$ cat src/rtl/qpimem_arbiter.sv
// qpimem_arbiter
//   Shares one QPI PSRAM engine (qpimem_iface) between two burst requesters.
//   Requests are granted round-robin, split at PSRAM page boundaries into
//   engine transactions, and streamed through the engine's
//   do_read/do_write/next_byte handshake. The arbiter waits for the engine to
//   report idle between transactions.
//
// Ports
//   clk, rst          clock, synchronous active-high reset
//   req_valid[1:0]    per-port request pending, held until req_ready
//   req_write[1:0]    per-port 1=write burst, 0=read burst
//   req_addr[47:0]    per-port 24-bit byte address (port p = bits 24p+23:24p)
//   req_len           per-port burst length in 32-bit words (LENW bits each)
//   req_ready[1:0]    one-cycle accept pulse, request fields latched
//   wdata[63:0]       per-port current write word
//   wdata_next[1:0]   one-cycle pulse, current write word consumed
//   rdata[31:0]       read word shared by both ports
//   rdata_valid[1:0]  one-cycle pulse, rdata valid for that port
//   done[1:0]         one-cycle pulse, burst complete and engine idle
//   mem_*             engine side: do_read, do_write, addr, wdata, next, rdata, idle
module qpimem_arbiter #(
  parameter int LENW          = 8,
  parameter int PAGE_BYTES    = 1024,
  parameter int MIN_RD_ASSERT = 10
) (
  input  logic                clk,
  input  logic                rst,
  input  logic [1:0]          req_valid,
  input  logic [1:0]          req_write,
  input  logic [47:0]         req_addr,
  input  logic [2*LENW-1:0]   req_len,
  output logic [1:0]          req_ready,
  input  logic [63:0]         wdata,
  output logic [1:0]          wdata_next,
  output logic [31:0]         rdata,
  output logic [1:0]          rdata_valid,
  output logic [1:0]          done,
  output logic                mem_do_read,
  output logic                mem_do_write,
  output logic [23:0]         mem_addr,
  output logic [31:0]         mem_wdata,
  input  logic                mem_next,
  input  logic [31:0]         mem_rdata,
  input  logic                mem_idle
);

  localparam logic [1:0] IDLE      = 2'd0;
  localparam logic [1:0] XFER      = 2'd1;
  localparam logic [1:0] WAIT_IDLE = 2'd2;

  localparam int PAGE_WORDS = PAGE_BYTES / 4;
  localparam int CW         = $clog2(MIN_RD_ASSERT + 1);

  logic [1:0]      state_q, state_d;
  logic            gnt_q, gnt_d;
  logic            last_q, last_d;
  logic            write_q, write_d;
  logic [23:0]     addr_q, addr_d;
  logic [LENW-1:0] seg_q, seg_d;
  logic [LENW-1:0] rem_q, rem_d;
  logic [LENW-1:0] cnt_q, cnt_d;
  logic [CW-1:0]   cyc_q, cyc_d;
  logic            rdStop_q, rdStop_d;
  logic [1:0]      done_q, done_d;

  // Words that fit in this transaction: the smaller of what is left and the
  // distance to the end of the current PSRAM page.
  function automatic logic [LENW-1:0] segLen(input logic [23:0] a, input logic [LENW-1:0] remain);
    logic [31:0] offs;
    logic [31:0] toPage;
    offs   = (32'(a) >> 2) & 32'(PAGE_WORDS - 1);
    toPage = 32'(PAGE_WORDS) - offs;
    if (32'(remain) < toPage) segLen = remain;
    else                      segLen = toPage[LENW-1:0];
  endfunction

  logic            grantEn;
  logic            grantPort;
  logic [23:0]     reqAddr;
  logic [LENW-1:0] reqLen;
  logic [LENW-1:0] firstSeg;
  logic [1:0]      gntMask;
  logic            inXfer;
  logic            lastPulse;
  logic [LENW:0]   pulsesSoFar;
  logic            pulsesOk;
  logic            elapsedOk;
  logic [23:0]     nextAddr;
  logic [LENW-1:0] nextSeg;

  // Grant is held off during a done pulse so a waiting port is only accepted
  // after the previous owner has been told its burst is complete.
  always_comb begin
    grantEn   = (state_q == IDLE) && mem_idle && !rst && (done_q == 2'b00) && (req_valid != 2'b00);
    grantPort = (req_valid == 2'b11) ? ~last_q : req_valid[1];
    reqAddr   = (grantPort ? req_addr[47:24] : req_addr[23:0]) & 24'hFFFFFC;
    reqLen    = grantPort ? req_len[2*LENW-1:LENW] : req_len[LENW-1:0];
    firstSeg  = segLen(reqAddr, reqLen);
    req_ready = grantEn ? (grantPort ? 2'b10 : 2'b01) : 2'b00;
  end

  // Transfer-phase bookkeeping. The read strobe must cover the command and
  // address phases, so it only drops once both the word count and the
  // minimum assertion time are satisfied.
  always_comb begin
    gntMask     = gnt_q ? 2'b10 : 2'b01;
    inXfer      = (state_q == XFER);
    lastPulse   = inXfer && mem_next && (cnt_q == seg_q - 1'b1);
    pulsesSoFar = {1'b0, cnt_q} + {{LENW{1'b0}}, mem_next};
    pulsesOk    = pulsesSoFar >= {1'b0, seg_q - 1'b1};
    elapsedOk   = cyc_q >= CW'(MIN_RD_ASSERT - 1);
    nextAddr    = addr_q + {seg_q, 2'b00};
    nextSeg     = segLen(nextAddr, rem_q);
  end

  always_comb begin
    mem_do_read  = inXfer && !write_q && !rdStop_q;
    mem_do_write = inXfer && write_q && !lastPulse;
    mem_addr     = addr_q;
    mem_wdata    = (inXfer && write_q) ? (gnt_q ? wdata[63:32] : wdata[31:0]) : 32'd0;
    rdata        = (inXfer && !write_q) ? mem_rdata : 32'd0;
    rdata_valid  = (inXfer && !write_q && mem_next) ? gntMask : 2'b00;
    wdata_next   = (inXfer && write_q && mem_next) ? gntMask : 2'b00;
    done         = done_q;
  end

  // Sequencer: accept a burst, stream each page-bounded segment, then wait for
  // the engine to go idle before starting the next segment or finishing.
  always_comb begin
    state_d  = state_q;
    gnt_d    = gnt_q;
    last_d   = last_q;
    write_d  = write_q;
    addr_d   = addr_q;
    seg_d    = seg_q;
    rem_d    = rem_q;
    cnt_d    = cnt_q;
    cyc_d    = cyc_q;
    rdStop_d = rdStop_q;
    done_d   = 2'b00;
    case (state_q)
      IDLE: begin
        if (grantEn) begin
          gnt_d   = grantPort;
          last_d  = grantPort;
          write_d = req_write[grantPort];
          addr_d  = reqAddr;
          if (reqLen == '0) begin
            done_d = grantPort ? 2'b10 : 2'b01;
          end else begin
            seg_d    = firstSeg;
            rem_d    = reqLen - firstSeg;
            cnt_d    = '0;
            cyc_d    = '0;
            rdStop_d = 1'b0;
            state_d  = XFER;
          end
        end
      end
      XFER: begin
        if (mem_next) cnt_d = cnt_q + 1'b1;
        if (cyc_q != CW'(MIN_RD_ASSERT)) cyc_d = cyc_q + 1'b1;
        if (!write_q && pulsesOk && elapsedOk) rdStop_d = 1'b1;
        if (lastPulse) state_d = WAIT_IDLE;
      end
      WAIT_IDLE: begin
        if (mem_idle) begin
          if (rem_q != '0) begin
            addr_d   = nextAddr;
            seg_d    = nextSeg;
            rem_d    = rem_q - nextSeg;
            cnt_d    = '0;
            cyc_d    = '0;
            rdStop_d = 1'b0;
            state_d  = XFER;
          end else begin
            done_d  = gntMask;
            state_d = IDLE;
          end
        end
      end
      default: state_d = IDLE;
    endcase
  end

  // Port 0 wins the first tie after reset because the pointer claims port 1
  // was granted last.
  always_ff @(posedge clk) begin
    if (rst) begin
      state_q  <= IDLE;
      gnt_q    <= 1'b0;
      last_q   <= 1'b1;
      write_q  <= 1'b0;
      addr_q   <= '0;
      seg_q    <= '0;
      rem_q    <= '0;
      cnt_q    <= '0;
      cyc_q    <= '0;
      rdStop_q <= 1'b0;
      done_q   <= 2'b00;
    end else begin
      state_q  <= state_d;
      gnt_q    <= gnt_d;
      last_q   <= last_d;
      write_q  <= write_d;
      addr_q   <= addr_d;
      seg_q    <= seg_d;
      rem_q    <= rem_d;
      cnt_q    <= cnt_d;
      cyc_q    <= cyc_d;
      rdStop_q <= rdStop_d;
      done_q   <= done_d;
    end
  end

endmodule

$ cat config.mk
export PLATFORM = sky130hd
export DESIGN_NAME = qpimem_arbiter
export DESIGN_NICKNAME = d
export VERILOG_FILES = /design/src/rtl/qpimem_arbiter.sv
export SDC_FILE = /design/constraint.sdc
export NUM_CORES = 1
export LEC_CHECK = 0
export CORE_ASPECT_RATIO = 1.2
export CORE_MARGIN = 1.5
export CORE_UTILIZATION = 38
export CTS_CLUSTER_DIAMETER = 100
export DETAILED_ROUTE_END_ITERATION = 7
export DONT_BUFFER_PORTS = 1
export PLACE_DENSITY = 0.57
export SLEW_MARGIN = 20
export SYNTH_ARGS = -nofsm -noshare
export SYNTH_HDL_FRONTEND = slang
export SYNTH_SLANG_ARGS = --single-unit
$ cat constraint.sdc
create_clock -name clk -period 8.68 [get_ports clk]
set_input_delay 2.17 -clock clk [delete_from_list [all_inputs] [get_ports clk]]
set_output_delay 2.17 -clock clk [all_outputs]
set_load 0.01 [all_outputs]
# Word level (Yosys, flattened, before mapping)
# Cells that the tools add are included.
# totals
register_bits	60
wordCells	129
output_inout_bits	98
in_bits	168
# classes
bitwise	1
add_sub_neg	9
magnitude_cmp	5
mux	58
reduce_logical	32
n_eq_ne	13
# op_table
op	n
$mux W8	16
$mux W24	4
$mux W32	3
$lt A8 B32 Y1	2
$pmux W24 S2	1
$pmux W8 S2	2
$mux W2	13
$add A24 B10 Y24	1
$pmux W8 S3	1
$mux W4	5
$sub A9 B8 Y10 const A	2
$reduce_and A6 Y1	3
$sub A8 B8 Y8	2
$logic_and A1 B1 Y1	14
$pmux W4 S3	1
$ne A2 B2 Y1 const B	5
$add A8 B1 Y9	1
$ge A9 B8 Y1	1
$mux W1	9
$add A8 B1 Y8 const B	1
$eq A8 B8 Y1	1
$logic_not A8 Y1	1
$reduce_and A4 Y1	2
$reduce_bool A8 Y1	1
other kinds (18)	26

# Longest topological paths before layout
# Gate-level depths: netlist of run 1.
# logic_depth
ltp_word	10
mapped_depth	28
ltp_nobuf	27

# Worst setup path after synthesis of run 1
# Ideal clock, no wire load.
# synth_timing
kind	input-to-reg
start	input port req_valid[1]
end	register rem_q[7]
slack_ns	1.456
n_path_buf	2
path_stages	28
required_time_ns	8.558
setup_ns	0.122
arrival_ns	7.102
cell_sequence	a21bo_2 > clkbuf_1 > buf_2 > mux2i_1 > ha_1 > inv_1 > ha_1 > a31o_2 > a21o_1 > a21o_1 > a21o_1 > a21oi_1 > o21ai_1 > and2_1 > o21ai_0 > ha_1 > nor2b_1 > o21ai_0 > nand2b_1 > and2_1 > o21ai_0 > nand2b_1 > and2_1 > o21a_1 > nor2_1 > or4_1 > o211ai_1 > a221o_1
# synth_via
elab_chain_len	10
elab_cells_between_ends	17
classes_between	2 x add/sub; 1 x order compare; 3 x eq/ne; 7 x mux; 4 x reduce/logical
# synth_lines
element	line	text
from (decl)	28	input logic [1:0] req_valid,
$eq A2 B2 Y1	95	grantPort = (req_valid == 2'b11) ? ~last_q : req_valid[1];
$mux W1	95	
$mux W24	96	reqAddr = (grantPort ? req_addr[47:24] : req_addr[23:0]) & 24'hFFFFFC;
$sub A9 B8 Y10	72	toPage = 32'(PAGE_WORDS) - offs;
$lt A8 B32 Y1	73	if (32'(remain) < toPage) segLen = remain;
$mux W8	73	
$sub A8 B8 Y8	152	rem_d = reqLen - firstSeg;
$mux W8	148	if (reqLen == '0) begin
$mux W8	143	if (grantEn) begin
$pmux W8 S2	141	case (state_q)
to (signal assigned)	208	rem_q <= rem_d;
to (decl)	60	logic [LENW-1:0] rem_q, rem_d;
# Parallel ways exist; a longest one is shown, timed or not. The select of a mux whose other input is x is not followed.
# A chain may end at the register's enable or synchronous reset.

# Final worst setup path of run 1
# Ends and elaborated chain as after synthesis.

==> results_tabular.tex, run 1 <==
\begin{tabular}{lr}
\hline
Metric & Value \\
\hline
\multicolumn{2}{l}{\textbf{Status}} \\
\quad Outcome & complete, no violations \\
\multicolumn{2}{l}{\textbf{Route}} \\
\quad Drt first pass iters & 5 \\
\quad Average routed wire per standard cell & 19.5 µm \\
\quad Post-route ant nets & 0 \\
\quad Vias after detailed routing & 6006 \\
\quad Residual DRC count & 0 \\
\quad Number of design-rule violations left by the first detailed-router iteration & 321 \\
\quad Vias/cell & 5.76 \\
\quad Routed WL & 20.3 mm \\
\multicolumn{2}{l}{\textbf{Clock network}} \\
\quad Clk Tree Root Cell & sky130\_fd\_sc\_hd\_\_clkbuf\_16 \\
\quad Clock slew seen by the registers of the worst setup and hold paths & 60 ps \\
\quad TritonCTS Buffers & 9 \\
\quad Maximum number of buffers from clock root to sink & 2 \\
\quad TritonCTS clock tree & yes \\
\quad Post-CTS setup buffers & 0 \\
\quad Number of sinks driven by the clock tree & 58 \\
\quad Clock network latency to the later pin of the worst-skew pair & 340 ps \\
\quad Hold\_buf cts & 0 \\
\quad Count of instances resized after the clock tree is built & 0 \\
\quad Number of H-tree branching levels & 3 \\
\multicolumn{2}{l}{\textbf{Power and ir drop}} \\
\quad Pwr per Cell Area & 174 mW/mm² \\
\quad Total Power & 1.16 mW \\
\quad Worst ir drop on vdd & 0.0948 mV \\
\quad Leakage power of the design & 2.68 nW \\
\multicolumn{2}{l}{\textbf{Synth}} \\
\quad Number of synthesis warnings & 0 \\
\quad Mapped cell area & 0.00618 mm² \\
\quad Post-synth cell types & 63 \\
\quad Per-instance average area after synthesis & 7.19 µm² \\
\quad Sequential cell area fraction in the yosys report & 18.8\% \\
\quad Number of enable flip-flop cells after synthesis & 0 \\
\quad Share of flip-flops with an asynchronous set or reset & 0\% \\
\quad Instance count of the mapped netlist & 860 \\
\quad Most instantiated flip-flop cell in the synthesis netlist & sky130\_fd\_sc\_hd\_\_dfxtp\_1 \\
\quad \#FFs+latches synth & 58 \\
\multicolumn{2}{l}{\textbf{STA}} \\
\quad Final worst-path cycle share & 85.3\% \\
\quad Worst Setup Slack, final & 1280 ps \\
\quad Post-route minimum period & 7400 ps \\
\quad RSZ-0062 raised after global routing & false \\
\quad Final setup vio count & 0 \\
\quad Number of max-slew violations in the final report & 0 \\
\quad Layout Skew & 7.00 ps \\
\quad Maximum operating frequency & 0.135 GHz \\
\quad Max-slew headroom & 28.2\% \\
\quad Worst slew pin tran & 1080 ps \\
\quad Final hold viol count & 0 \\
\quad TNS Setup & 0 ps \\
\multicolumn{2}{l}{\textbf{GRT}} \\
\quad Number of global-route vias before repair & 5415 \\
\quad Largest net degree at the start of global routing & 46 \\
\quad Remaining Overflow, GRT & 0 \\
\quad Total track usage & 22.9\% \\
\quad First-pass GRT wire length & 30.5 mm \\
\quad Initial antenna violation count & 1 \\
\multicolumn{2}{l}{\textbf{Die}} \\
\quad Chip height & 143 µm \\
\quad Starting utilization of the core area & 39.2\% \\
\quad Die X & 119 µm \\
\quad Ports placed on the boundary & 266 \\
\quad Core box area & 0.0158 mm² \\
\quad Std-Cell Rows & 50 \\
\quad Die Footprint & 0.0171 mm² \\
\multicolumn{2}{l}{\textbf{Placement}} \\
\quad Final estimated routing congestion in global placement & 0.825 \\
\quad Detailed placement HPWL & 15.9 mm \\
\quad Count of buffers inserted at the top-level ports & 0 \\
\quad Worst slack, placed & 972 ps \\
\multicolumn{2}{l}{\textbf{Critical path}} \\
\quad Worst endpoint required time & 8910 ps \\
\quad Critical path startpoint category & primary input \\
\quad Critical path data arrival time & 7640 ps \\
\quad R2R Path Start & mem\_addr[2] \\
\quad Worst setup path start & req\_valid[1] \\
\quad Endpoint kind of the worst setup timing path & flip-flop \\
\quad Crit-path max FO & 18 \\
\quad Kind of critical path & in -> reg \\
\multicolumn{2}{l}{\textbf{Cells and area}} \\
\quad Layout cell share with drive strength beyond 1 & 5.04\% \\
\quad Area added between synthesis and finish & 7.40\% \\
\quad \# diodes & 0 \\
\quad Net count of the finished layout & 1051 \\
\quad Number of filler cells placed in the layout & 1625 \\
\multicolumn{2}{l}{\textbf{Worst hold path}} \\
\quad Worst hold path startpoint & rdStop\_q \\
\quad Worst min path class & reg -> reg \\
\multicolumn{2}{l}{\textbf{Run}} \\
\quad Count of maximum capacitance violations & 0 \\
\hline
\end{tabular}
power by group:
group	internal (mW)	total [mW]	switching (mW)
combinational	0.192	0.455	0.263
sequential	0.281	0.311	0.0300
clock	0.260	0.390	0.131
total	0.733	1.16	0.424
cell type report:
class                      count  area, µm²  share of cell area [%]
tap                          208        260                    3.92
multi-input combinational    721       4720                    71.0
timing repair buffer           8       60.1                   0.904
clock inverter                 1       30.0                   0.452
sequential                    58       1160                    17.5
clock buffer                  14        294                    4.43
inverter                      32        120                    1.81
placed cells by master, fill, tap and decap left out, types with 22 or more instances in the layout:
| cell | n |
|---|---|
| sky130_fd_sc_hd__xnor2_1 | 30 |
| sky130_fd_sc_hd__ha_1 | 50 |
| sky130_fd_sc_hd__nor2_1 | 108 |
| sky130_fd_sc_hd__o21ai_0 | 49 |
| sky130_fd_sc_hd__nand2_1 | 88 |
| sky130_fd_sc_hd__a21oi_1 | 64 |
| sky130_fd_sc_hd__inv_1 | 32 |
| sky130_fd_sc_hd__nand3_1 | 27 |
| sky130_fd_sc_hd__xor2_1 | 22 |
| sky130_fd_sc_hd__and2_1 | 37 |
| sky130_fd_sc_hd__mux2i_1 | 50 |
| sky130_fd_sc_hd__dfxtp_1 | 57 |
| sky130_fd_sc_hd__nor3_1 | 30 |
critical path, stage by stage:
cell and delay (ps):
sky130_fd_sc_hd__a21bo_2 510, sky130_fd_sc_hd__mux2i_1 450, sky130_fd_sc_hd__ha_1 310, sky130_fd_sc_hd__inv_1 80, sky130_fd_sc_hd__ha_1 220, sky130_fd_sc_hd__a31o_2 200, sky130_fd_sc_hd__a21o_1 170, sky130_fd_sc_hd__a21o_1 170
sky130_fd_sc_hd__a21o_1 180, sky130_fd_sc_hd__a21oi_1 200, sky130_fd_sc_hd__o21ai_1 210, sky130_fd_sc_hd__and2_1 280, sky130_fd_sc_hd__o21ai_0 370, sky130_fd_sc_hd__ha_1 300, sky130_fd_sc_hd__nor2b_1 120, sky130_fd_sc_hd__o21ai_0 150
sky130_fd_sc_hd__nand2b_1 90, sky130_fd_sc_hd__and2_1 170, sky130_fd_sc_hd__o21ai_0 160, sky130_fd_sc_hd__nand2b_1 90, sky130_fd_sc_hd__and2_1 170, sky130_fd_sc_hd__o21a_1 170, sky130_fd_sc_hd__nor2_1 120, sky130_fd_sc_hd__or4_1 120
sky130_fd_sc_hd__o211ai_1 80, sky130_fd_sc_hd__a221o_1 360
Yosys cell counts, drive strengths merged (4+ instances only):
master	instances	share of area [%]
a211oi	13	1.6
a21boi	4	0.49
a21o	11	1.3
a21oi	64	5.2
a221o	4	0.65
a31o	5	0.71
a31oi	6	0.61
and2	37	3.7
and3	13	1.3
buf	12	0.97
clkbuf	38	2.3
dfxtp	58	19
ha	50	10
inv	32	1.9
mux2i	50	8.1
nand2	88	5.3
nand2b	11	1.1
nand3	27	2.2
nand4	8	0.81
nor2	109	6.6
nor2b	11	1.1
nor3	31	2.5
nor3b	8	0.97
nor4	4	0.40
o211ai	10	1.2
o21a	4	0.49
o21ai	50	4.0
o31ai	4	0.79
or3	4	0.40
or4	4	0.49
xnor2	30	4.2
xor2	22	3.1
metal layers:
layer / routed length [µm] / vias to the layer above / global-route usage (%)
met5: 13 / - / 0
met4: 443 / 2 / 6.33
met3: 1340 / 28 / 6.15
met2: 9730 / 198 / 38.5
met1: 8830 / 2808 / 28.9
li1: - / 2970 / -
per-stage QoR:
step	hold WS, ps	util (%)	std cells	instance area, µm²
6_report	507	42.1	1042	6640
5_1_grt	536	42.1	1042	6640
4_1_cts	515	42.1	1042	6640
3_5_place_dp	503	40.1	1027	6320
3_3_place_gp	488	40.1	1027	6320
2_1_floorplan	437	-	861	6190
cell families after synthesis:
family	count (synthesis)	synth area share (%)
other cells	1	0.0606
xor+xnor	52	7.36
mux	53	8.70
fa+ha+maj	53	11.1
compound gates	202	21.3
buf+inv	82	5.22
simple gates	359	27.5
flops	58	18.8
flip-flops by register name, indices dropped and copies added, names as in the netlist:
signal    flops
done          2
cyc_q         4
rdStop_q      1
write_q       1
last_q        1
gnt_q         1
mem_addr     22
state_q       2
cnt_q         8
seg_q         8
rem_q         8
path summary, 6_finish.rpt:
check	end	slack (ps)	cells after the start
worst min-delay path	rdStop_q	510	2
worst max-delay path	rem_q[7]	1280	26
worst min register to register	rdStop_q	510	2
worst max register to register	rem_q[7]	2050	24
(Power assumes the default switching activity.)
==> inputs of run 2 (changes only) <==
==> constraint.sdc (replaced) <==
create_clock -name clk -period 9.25 [get_ports clk]
set_input_delay 2.3125 -clock clk [delete_from_list [all_inputs] [get_ports clk]]
set_output_delay 2.3125 -clock clk [all_outputs]
set_load 0.01 [all_outputs]
==> run 2 against run 1 <==
  * Clock power shrank 11%
  * Routed wire length shrank 1.7%
  * Critical path depth is the same
  * Sequential cell count is the same
  * Worst setup slack gained 480 ps
  * Clock skew is essentially flat
  * Via count shrank 0.22%
  * Worst hold slack lost 20 ps
  * Final area shrank 0.15%
  * Register-to-register slack gained 950 ps
  * Core utilization shrank 0.063 points
  * Non-clock buffer count grew 1
==> results_tabular.tex, run 2 (synthesis gave the netlist of run 1 again) <==
\begin{tabular}{lr}
\hline
Metric & Value \\
\hline
\multicolumn{2}{l}{\textbf{Run}} \\
\quad Count of maximum capacitance violations & 0 (unchanged) \\
\multicolumn{2}{l}{\textbf{Clock network}} \\
\quad Count of instances resized after the clock tree is built & 0 (unchanged) \\
\quad TritonCTS Buffers & 9 (unchanged) \\
\quad TritonCTS clock tree & yes \\
\quad Number of sinks driven by the clock tree & 58 (unchanged) \\
\quad Hold\_buf cts & 0 (unchanged) \\
\quad Clock slew seen by the registers of the worst setup and hold paths & 60 ps (about the same) \\
\quad Maximum number of buffers from clock root to sink & 2 (unchanged) \\
\quad Clk Tree Root Cell & sky130\_fd\_sc\_hd\_\_clkbuf\_16 \\
\quad Post-CTS setup buffers & 0 (unchanged) \\
\quad Number of H-tree branching levels & 3 (unchanged) \\
\quad Clock network latency to the later pin of the worst-skew pair & 330 ps (about the same) \\
\multicolumn{2}{l}{\textbf{Power and ir drop}} \\
\quad Fraction of power consumed by sequential logic & 27.4\% (+0.5 points) \\
\quad Worst ir drop on vdd & 0.108 mV (+14\%) \\
\quad Part of the power in combinational logic & 40.0\% (+0.6 points) \\
\quad Cell-internal power & 668 µW (-8.9\%) \\
\quad Part of the total power dissipated in the clock network & 32.6\% (-1.2 points) \\
\quad Pwr per Cell Area & 160 mW/mm² (-7.8\%) \\
\quad Leakage power of the design & 2.67 nW (-0.45\%) \\
\quad Switching Share & 37.3\% (+0.62 points) \\
\quad Net Sw Power & 396 µW (-6.4\%) \\
\multicolumn{2}{l}{\textbf{Placement}} \\
\quad Post-Place Cells & 1028 (+0.097\%) \\
\quad Count of buffers inserted at the top-level ports & 0 (unchanged) \\
\quad Worst slack, placed & 1430 ps (+453 ps) \\
\quad Detailed placement HPWL & 15.7 mm (-0.79\%) \\
\quad Placed standard-cell area & 0.00633 mm² (+0.12\%) \\
\quad Final estimated routing congestion in global placement & 0.838 (+1.5\%) \\
\multicolumn{2}{l}{\textbf{STA}} \\
\quad Final worst-path cycle share & 81.0\% \\
\quad TNS Setup & 0 ps (unchanged) \\
\quad Number of max-slew violations in the final report & 0 (unchanged) \\
\quad Post-route minimum period & 7490 ps \\
\quad Worst Setup Slack, final & 1760 ps (+481 ps) \\
\quad Worst slew pin tran & 1080 ps (+6.64 ps) \\
\quad Max-slew headroom & 27.8\% (-0.44 points) \\
\quad RSZ-0062 raised after global routing & false \\
\quad Maximum operating frequency & 0.133 GHz \\
\quad Final setup vio count & 0 (unchanged) \\
\quad Layout Skew & 6.71 ps (-0.285 ps) \\
\quad Final hold viol count & 0 (unchanged) \\
\multicolumn{2}{l}{\textbf{Die}} \\
\quad Chip height & 143 µm (unchanged) \\
\quad Die Footprint & 0.0171 mm² (unchanged) \\
\quad Starting utilization of the core area & 39.2\% (unchanged) \\
\quad Core box area & 0.0158 mm² (unchanged) \\
\quad Die X & 119 µm (unchanged) \\
\quad Std-Cell Rows & 50 (unchanged) \\
\quad Ports placed on the boundary & 266 (unchanged) \\
\multicolumn{2}{l}{\textbf{Route}} \\
\quad Post-route ant nets & 0 (unchanged) \\
\quad Routed WL & 20.0 mm (-1.7\%) \\
\quad Residual DRC count & 0 (unchanged) \\
\quad Drt first pass iters & 5 (unchanged) \\
\quad Vias after detailed routing & 5993 (-0.22\%) \\
\quad Vias/cell & 5.74 (-0.41\%) \\
\quad Number of design-rule violations left by the first detailed-router iteration & 330 (+2.8\%) \\
\quad Average routed wire per standard cell & 19.2 µm (-1.9\%) \\
\multicolumn{2}{l}{\textbf{GRT}} \\
\quad Number of global-route vias before repair & 5383 (-0.59\%) \\
\quad Initial antenna violation count & 0 (-1) \\
\quad First-pass GRT wire length & 29.7 mm (-2.5\%) \\
\quad Largest net degree at the start of global routing & 46 (unchanged) \\
\quad Remaining Overflow, GRT & 0 (unchanged) \\
\quad Total track usage & 22.3\% (-0.57 points) \\
\multicolumn{2}{l}{\textbf{Cells and area}} \\
\quad Layout cell share with drive strength beyond 1 & 5.14\% (+0.11 points) \\
\quad Area added between synthesis and finish & 7.24\% \\
\quad Most used cells in the layout excluding fill and tap cells & sky130\_fd\_sc\_hd\_\_nor2\_1, sky130\_fd\_sc\_hd\_\_nand2\_1, sky130\_fd\_sc\_hd\_\_a21oi\_1 \\
\quad Most common cell after layout, fill and taps aside & sky130\_fd\_sc\_hd\_\_nor2\_1 \\
\quad Net count of the finished layout & 1052 (+0.095\%) \\
\quad Max FFs per register & 22 (unchanged) \\
\quad Number of filler cells placed in the layout & 1667 (+2.6\%) \\
\quad Layout Cell Area excl Fill & 0.00663 mm² (-0.15\%) \\
\quad Finished Layout Cells & 1044 (+0.19\%) \\
\quad \# diodes & 0 (unchanged) \\
\multicolumn{2}{l}{\textbf{Critical path}} \\
\quad Endpoint kind of the worst setup timing path & flip-flop \\
\quad Largest delay share family, worst path & compound AO/OA/AOI/OAI gates \\
\quad Worst stage delay on the critical path & 510 ps (about the same) \\
\quad Worst endpoint required time & 9470 ps (+560 ps) \\
\quad Critical path startpoint category & primary input \\
\quad Kind of critical path & in -> reg \\
\quad Combined buffer and inverter count along the critical path & 1 (unchanged) \\
\quad Reg2reg setup slack & 3000 ps (+950 ps) \\
\quad Crit-path max FO & 18 (unchanged) \\
\quad Critical path data arrival time & 7720 ps (+80 ps) \\
\quad CP max stage cell & sky130\_fd\_sc\_hd\_\_a21bo\_2 \\
\multicolumn{2}{l}{\textbf{Status}} \\
\quad Outcome & complete, no violations \\
\multicolumn{2}{l}{\textbf{Worst hold path}} \\
\quad Worst min path class & reg -> reg \\
\hline
\end{tabular}
==> run 2: final timing paths <==
path	start	to	cells after the start
worst max register to register	mem_addr[2]	rem_q[7]	25
worst min-delay path	rdStop_q	rdStop_q	2
worst max-delay path	req_valid[1]	rem_q[7]	26
worst min register to register	rdStop_q	rdStop_q	2
==> run 2: metal layers <==
metal	track usage, %	part of all wire (%)
met1	28.5	44
met2	37.4	48
met3	5.23	6.0
met4	6.89	2.4
met5	0	0
==> run 2: final cells by class <==
cell class | count | area (µm²) | share of cell area, %
Clock buffer | 12 | 256 | 3.87
Timing Repair Buffer | 9 | 67.6 | 1.02
Clock inverter | 4 | 50.0 | 0.755
Sequential cell | 58 | 1160 | 17.5
Multi-Input combinational cell | 721 | 4720 | 71.1
Tap cell | 208 | 260 | 3.92
Inverter | 32 | 120 | 1.81
==> run 2: per-stage QoR <==
| step | power [mW] | hold WS (ps) | util (%) |
|---|---|---|---|
| 6_report | 1.06 | 488 | 42.1 |
| 5_1_grt | 1.14 | 508 | 42.1 |
| 4_1_cts | 1.07 | 489 | 42.1 |
| 3_5_place_dp | 0.720 | 476 | 40.1 |
| 3_3_place_gp | 0.717 | 480 | 40.1 |
| 2_1_floorplan | 0.639 | 437 | - |
==> run 2: power by group through the flow <==
stage / combinational (mW) / sequential (mW) / clock (mW)
after floorplan: 0.354 / 0.284 / 0
after global placement: 0.421 / 0.296 / 0
after detailed placement: 0.424 / 0.296 / 0
after CTS: 0.426 / 0.291 / 0.353
after global routing: 0.482 / 0.294 / 0.362
final: 0.426 / 0.291 / 0.347
==> run 2: worst register-to-register path, stage by stage (launching register included) <==
cell                       delay (ps)
sky130_fd_sc_hd__dfxtp_1          390
sky130_fd_sc_hd__ha_1             310
sky130_fd_sc_hd__fa_1             450
sky130_fd_sc_hd__a211oi_1         410
sky130_fd_sc_hd__nor2_1           120
sky130_fd_sc_hd__nor2_1           310
sky130_fd_sc_hd__xor2_1           250
sky130_fd_sc_hd__ha_1             280
sky130_fd_sc_hd__a21oi_1          170
sky130_fd_sc_hd__o31a_1           210
sky130_fd_sc_hd__a211o_1          110
sky130_fd_sc_hd__nand3_1          100
sky130_fd_sc_hd__a32o_2           250
sky130_fd_sc_hd__o31ai_4          160
sky130_fd_sc_hd__buf_4            290
sky130_fd_sc_hd__nor2_1            70
sky130_fd_sc_hd__a21oi_1          290
sky130_fd_sc_hd__ha_1             300
sky130_fd_sc_hd__a21o_1           170
sky130_fd_sc_hd__a21o_1           210
sky130_fd_sc_hd__nand2_1          100
sky130_fd_sc_hd__nor2_1            40
sky130_fd_sc_hd__a311oi_1         340
sky130_fd_sc_hd__nand2_1          150
sky130_fd_sc_hd__a221o_1          360
sky130_fd_sc_hd__a221o_1          290
==> inputs of run 3 (changes only) <==
--- a/config.mk
+++ b/config.mk
@@ -5,13 +5,14 @@
 export SDC_FILE = /design/constraint.sdc
 export NUM_CORES = 1
 export LEC_CHECK = 0
+export ABC_AREA = 1
 export CORE_ASPECT_RATIO = 1.2
 export CORE_MARGIN = 1.5
 export CORE_UTILIZATION = 38
 export CTS_CLUSTER_DIAMETER = 100
 export DETAILED_ROUTE_END_ITERATION = 7
 export DONT_BUFFER_PORTS = 1
-export PLACE_DENSITY = 0.57
+export PLACE_DENSITY = 0.59
 export SLEW_MARGIN = 20
 export SYNTH_ARGS = -nofsm -noshare
 export SYNTH_HDL_FRONTEND = slang
==> constraint.sdc (replaced) <==
create_clock -name clk -period 6.34 [get_ports clk]
set_input_delay 1.585 -clock clk [delete_from_list [all_inputs] [get_ports clk]]
set_output_delay 1.585 -clock clk [all_outputs]
set_load 0.01 [all_outputs]
==> run 3 against run 2 <==
  * Core utilization down 0.95 points
  * Critical path depth is 7 higher
  * Synthesized cell count up 23%
  * Die area grew 4.1%
  * Critical path type unchanged
  * Critical endpoint unchanged
  * Largest cell class unchanged
  * Largest power group unchanged
==> results_tabular.tex, run 3 <==
\begin{tabular}{lr}
\hline
Metric & Value \\
\hline
\multicolumn{2}{l}{\textbf{Placement}} \\
\quad Detailed placement HPWL & 16.8 mm (+6.8\%) \\
\quad Final estimated routing congestion in global placement & 0.898 (+7.2\%) \\
\quad Placed standard-cell area & 0.00660 mm² (+4.3\%) \\
\quad Count of buffers inserted at the top-level ports & 0 (unchanged) \\
\multicolumn{2}{l}{\textbf{STA}} \\
\quad Post-route minimum period & 5710 ps \\
\quad Final setup vio count & 0 (unchanged) \\
\quad Final hold viol count & 0 (unchanged) \\
\quad Number of max-slew violations in the final report & 0 (unchanged) \\
\quad Final worst-path cycle share & 90.0\% \\
\quad Maximum operating frequency & 0.175 GHz \\
\quad Max-slew headroom & 27.9\% (+0.12 points) \\
\quad TNS Setup & 0 ps (unchanged) \\
\quad Layout Skew & 5.32 ps (-1.40 ps) \\
\quad Worst slew pin tran & 1080 ps (-8.41 ps) \\
\multicolumn{2}{l}{\textbf{Clock network}} \\
\quad Clk Tree Root Cell & sky130\_fd\_sc\_hd\_\_clkbuf\_16 \\
\quad Clock network latency to the later pin of the worst-skew pair & 340 ps (about the same) \\
\quad TritonCTS Buffers & 9 (unchanged) \\
\quad Maximum number of buffers from clock root to sink & 2 (unchanged) \\
\quad Clock slew seen by the registers of the worst setup and hold paths & 50 ps (about the same) \\
\quad Hold\_buf cts & 0 (unchanged) \\
\quad TritonCTS clock tree & yes \\
\quad Number of H-tree branching levels & 3 (unchanged) \\
\quad Number of sinks driven by the clock tree & 58 (unchanged) \\
\multicolumn{2}{l}{\textbf{Synth}} \\
\quad Most instantiated flip-flop cell in the synthesis netlist & sky130\_fd\_sc\_hd\_\_dfxtp\_1 \\
\quad Instance count of the mapped netlist & 1055 (+23\%) \\
\quad Leading post-synthesis cells by instance count & sky130\_fd\_sc\_hd\_\_nand2\_1, sky130\_fd\_sc\_hd\_\_inv\_1, sky130\_fd\_sc\_hd\_\_nor2\_1 \\
\quad Share of flip-flops with an asynchronous set or reset & 0\% (unchanged) \\
\quad Per-instance average area after synthesis & 6.11 µm² (-15\%) \\
\quad Mapped cell area & 0.00645 mm² (+4.2\%) \\
\quad Sequential cell area fraction in the yosys report & 18.0\% (-0.76 points) \\
\quad Cell type with the largest total area after synthesis & sky130\_fd\_sc\_hd\_\_dfxtp\_1 \\
\quad Number of enable flip-flop cells after synthesis & 0 (unchanged) \\
\quad \#FFs+latches synth & 58 (unchanged) \\
\quad Post-synth top area share & 18.0\% (-0.76 points) \\
\quad Most frequent cell after synthesis & sky130\_fd\_sc\_hd\_\_nand2\_1 \\
\quad Number of synthesis warnings & 0 (unchanged) \\
\quad Top cells by area, synth & sky130\_fd\_sc\_hd\_\_dfxtp\_1, sky130\_fd\_sc\_hd\_\_nand2\_1, sky130\_fd\_sc\_hd\_\_ha\_1 \\
\quad Post-synth cell types & 60 (-4.8\%) \\
\multicolumn{2}{l}{\textbf{Worst hold path}} \\
\quad Worst min path class & reg -> reg \\
\multicolumn{2}{l}{\textbf{Run}} \\
\quad Count of maximum capacitance violations & 0 (unchanged) \\
\multicolumn{2}{l}{\textbf{Cells and area}} \\
\quad Area added between synthesis and finish & 6.66\% \\
\quad Most common cell after layout, fill and taps aside & sky130\_fd\_sc\_hd\_\_nand2\_1 \\
\quad Final core utilization & 41.1\% (-0.95 points) \\
\quad \# diodes & 0 (unchanged) \\
\quad Layout Cell Area excl Fill & 0.00688 mm² (+3.7\%) \\
\quad Net count of the finished layout & 1260 (+20\%) \\
\quad Most used cells in the layout excluding fill and tap cells & sky130\_fd\_sc\_hd\_\_nand2\_1, sky130\_fd\_sc\_hd\_\_inv\_1, sky130\_fd\_sc\_hd\_\_nor2\_1 \\
\quad Max FFs per register & 22 (unchanged) \\
\quad Layout cell share with drive strength beyond 1 & 8.73\% (+3.6 points) \\
\multicolumn{2}{l}{\textbf{Die}} \\
\quad Core box area & 0.0167 mm² (+6.1\%) \\
\quad Ports placed on the boundary & 266 (unchanged) \\
\quad Die Footprint & 0.0178 mm² (+4.1\%) \\
\quad Std-Cell Rows & 52 (+4.0\%) \\
\quad Chip height & 146 µm (+2.0\%) \\
\quad Starting utilization of the core area & 38.6\% (-0.68 points) \\
\quad Die X & 122 µm (+2.0\%) \\
\multicolumn{2}{l}{\textbf{GRT}} \\
\quad Total track usage & 23.0\% (+0.68 points) \\
\quad First-pass GRT wire length & 31.6 mm (+6.3\%) \\
\quad Initial antenna violation count & 1 (+1) \\
\quad Largest net degree at the start of global routing & 54 (+17\%) \\
\quad Remaining Overflow, GRT & 0 (unchanged) \\
\quad Number of global-route vias before repair & 6034 (+12\%) \\
\multicolumn{2}{l}{\textbf{Critical path}} \\
\quad Reg2reg setup slack & 1540 ps (-1460 ps) \\
\quad Worst endpoint required time & 6610 ps (-2860 ps) \\
\quad Worst stage delay on the critical path & 330 ps (-180 ps) \\
\quad Kind of critical path & in -> reg \\
\quad Cell repeated most along the worst path & sky130\_fd\_sc\_hd\_\_nor2\_1 \\
\quad Crit-path max FO & 13 (-5) \\
\quad Endpoint kind of the worst setup timing path & flip-flop \\
\quad Critical path data arrival time & 5980 ps (-1740 ps) \\
\quad Largest delay share family, worst path & simple AND/OR/NAND/NOR gates \\
\quad CP max stage cell & sky130\_fd\_sc\_hd\_\_ha\_1 \\
\quad Critical path startpoint category & primary input \\
\quad Combined buffer and inverter count along the critical path & 4 (+3) \\
\multicolumn{2}{l}{\textbf{Route}} \\
\quad Vias/cell & 5.30 (-7.7\%) \\
\quad Routed WL & 20.6 mm (+3.0\%) \\
\quad Number of design-rule violations left by the first detailed-router iteration & 337 (+2.1\%) \\
\quad Vias after detailed routing & 6663 (+11\%) \\
\quad Residual DRC count & 0 (unchanged) \\
\quad Drt first pass iters & 7 (+2) \\
\quad Average routed wire per standard cell & 16.4 µm (-15\%) \\
\quad Post-route ant nets & 0 (unchanged) \\
\multicolumn{2}{l}{\textbf{Status}} \\
\quad Outcome & complete, no violations \\
\multicolumn{2}{l}{\textbf{Power and ir drop}} \\
\quad Worst ir drop on vdd & 0.154 mV (+43\%) \\
\quad Pwr per Cell Area & 292 mW/mm² (+82\%) \\
\quad Total Power & 2.01 mW (+89\%) \\
\quad Leakage power of the design & 3.13 nW (+17\%) \\
\hline
\end{tabular}
-- run 3: cell types whose count changed in the layout (fill, tap and decap cells not counted), moves of 12 or more --
cell and delta:
sky130_fd_sc_hd__nor3_1 -17, sky130_fd_sc_hd__and3_1 -13, sky130_fd_sc_hd__o21ai_0 +28, sky130_fd_sc_hd__nor2_1 +25, sky130_fd_sc_hd__xnor2_1 -21, sky130_fd_sc_hd__o21ai_1 +13, sky130_fd_sc_hd__a21oi_1 +12, sky130_fd_sc_hd__inv_1 +101
sky130_fd_sc_hd__nand2_1 +137, sky130_fd_sc_hd__mux2i_1 -49, sky130_fd_sc_hd__and2_1 -37, sky130_fd_sc_hd__nand3_1 +36, sky130_fd_sc_hd__nand2_2 +14
-- run 3: worst reg2reg max path, delay by kind of cell, from the launching register on --
kind / cells / cell delay (ps)
AO/OA/AOI/OAI: 9 / 1330
adder cells (fa/ha/maj): 3 / 780
AND/OR/NAND/NOR: 15 / 1520
XOR/XNOR: 1 / 240
buffers and inverters: 5 / 530
flip-flops: 1 / 340
-- run 3: final timing paths --
| path | start | endpoint | cells past startpoint |
|---|---|---|---|
| setup / recovery | req_valid[0] | rem_q[7] | 33 |
| hold / removal | rdStop_q | rdStop_q | 2 |
| setup reg to reg | last_q | rem_q[7] | 33 |
| hold reg to reg | rdStop_q | rdStop_q | 2 |
-- run 3: per-stage QoR --
stage                     setup slack, ps  cells  hold slack, ps
after detailed placement              328   1241             473
after CTS                             676   1255             488
after global placement                361   1241             459
after global routing                -9.73   1258             515
final                                 633   1258             486
after floorplan                       840   1056             441
-- run 3: layout make-up --
class                           instances  area [µm²]
Fill cell                            1852        9850
Sequential cell                        58        1160
Tap cell                              216         270
Timing Repair Buffer                   12        90.1
Clock buffer                           14         254
Inverter                              138         522
Multi-Input combinational cell        820        4580
-- run 3: power breakdown --
part           switching [mW]  internal [mW]  leakage [nW]
clock network           0.166          0.271         0.123
logic                   0.693          0.379          2.53
registers              0.0839          0.414         0.475
total                   0.943           1.06          3.13
-- run 3: what timing repair did --
action	4_1_cts	5_1_grt
resized for setup	0	1
buffers inserted	0	3
endpoints found under the setup margin	0	1
-- run 3: cells by family (layout without fill, tap and decap cells) --
kind of cell,count (synthesis),count (layout),synth area share (%)
flops,58,58,18.0
buf+inv,178,164,11.1
mux,1,1,0.155
xor+xnor,31,31,4.45
other cells,1,2,0.0582
simple gates,509,509,35.9
fa+ha+maj,53,53,10.6
compound gates,224,224,19.6
-- run 3: per-layer routing --
layer | vias up | GRT usage [%] | part of all wire [%]
met2 | 248 | 38.1 | 46
met1 | 2944 | 26.8 | 42
met4 | 2 | 11.0 | 4.4
met5 | - | 0 | 0.078
li1 | 3429 | - | -
met3 | 40 | 7.09 | 7.9
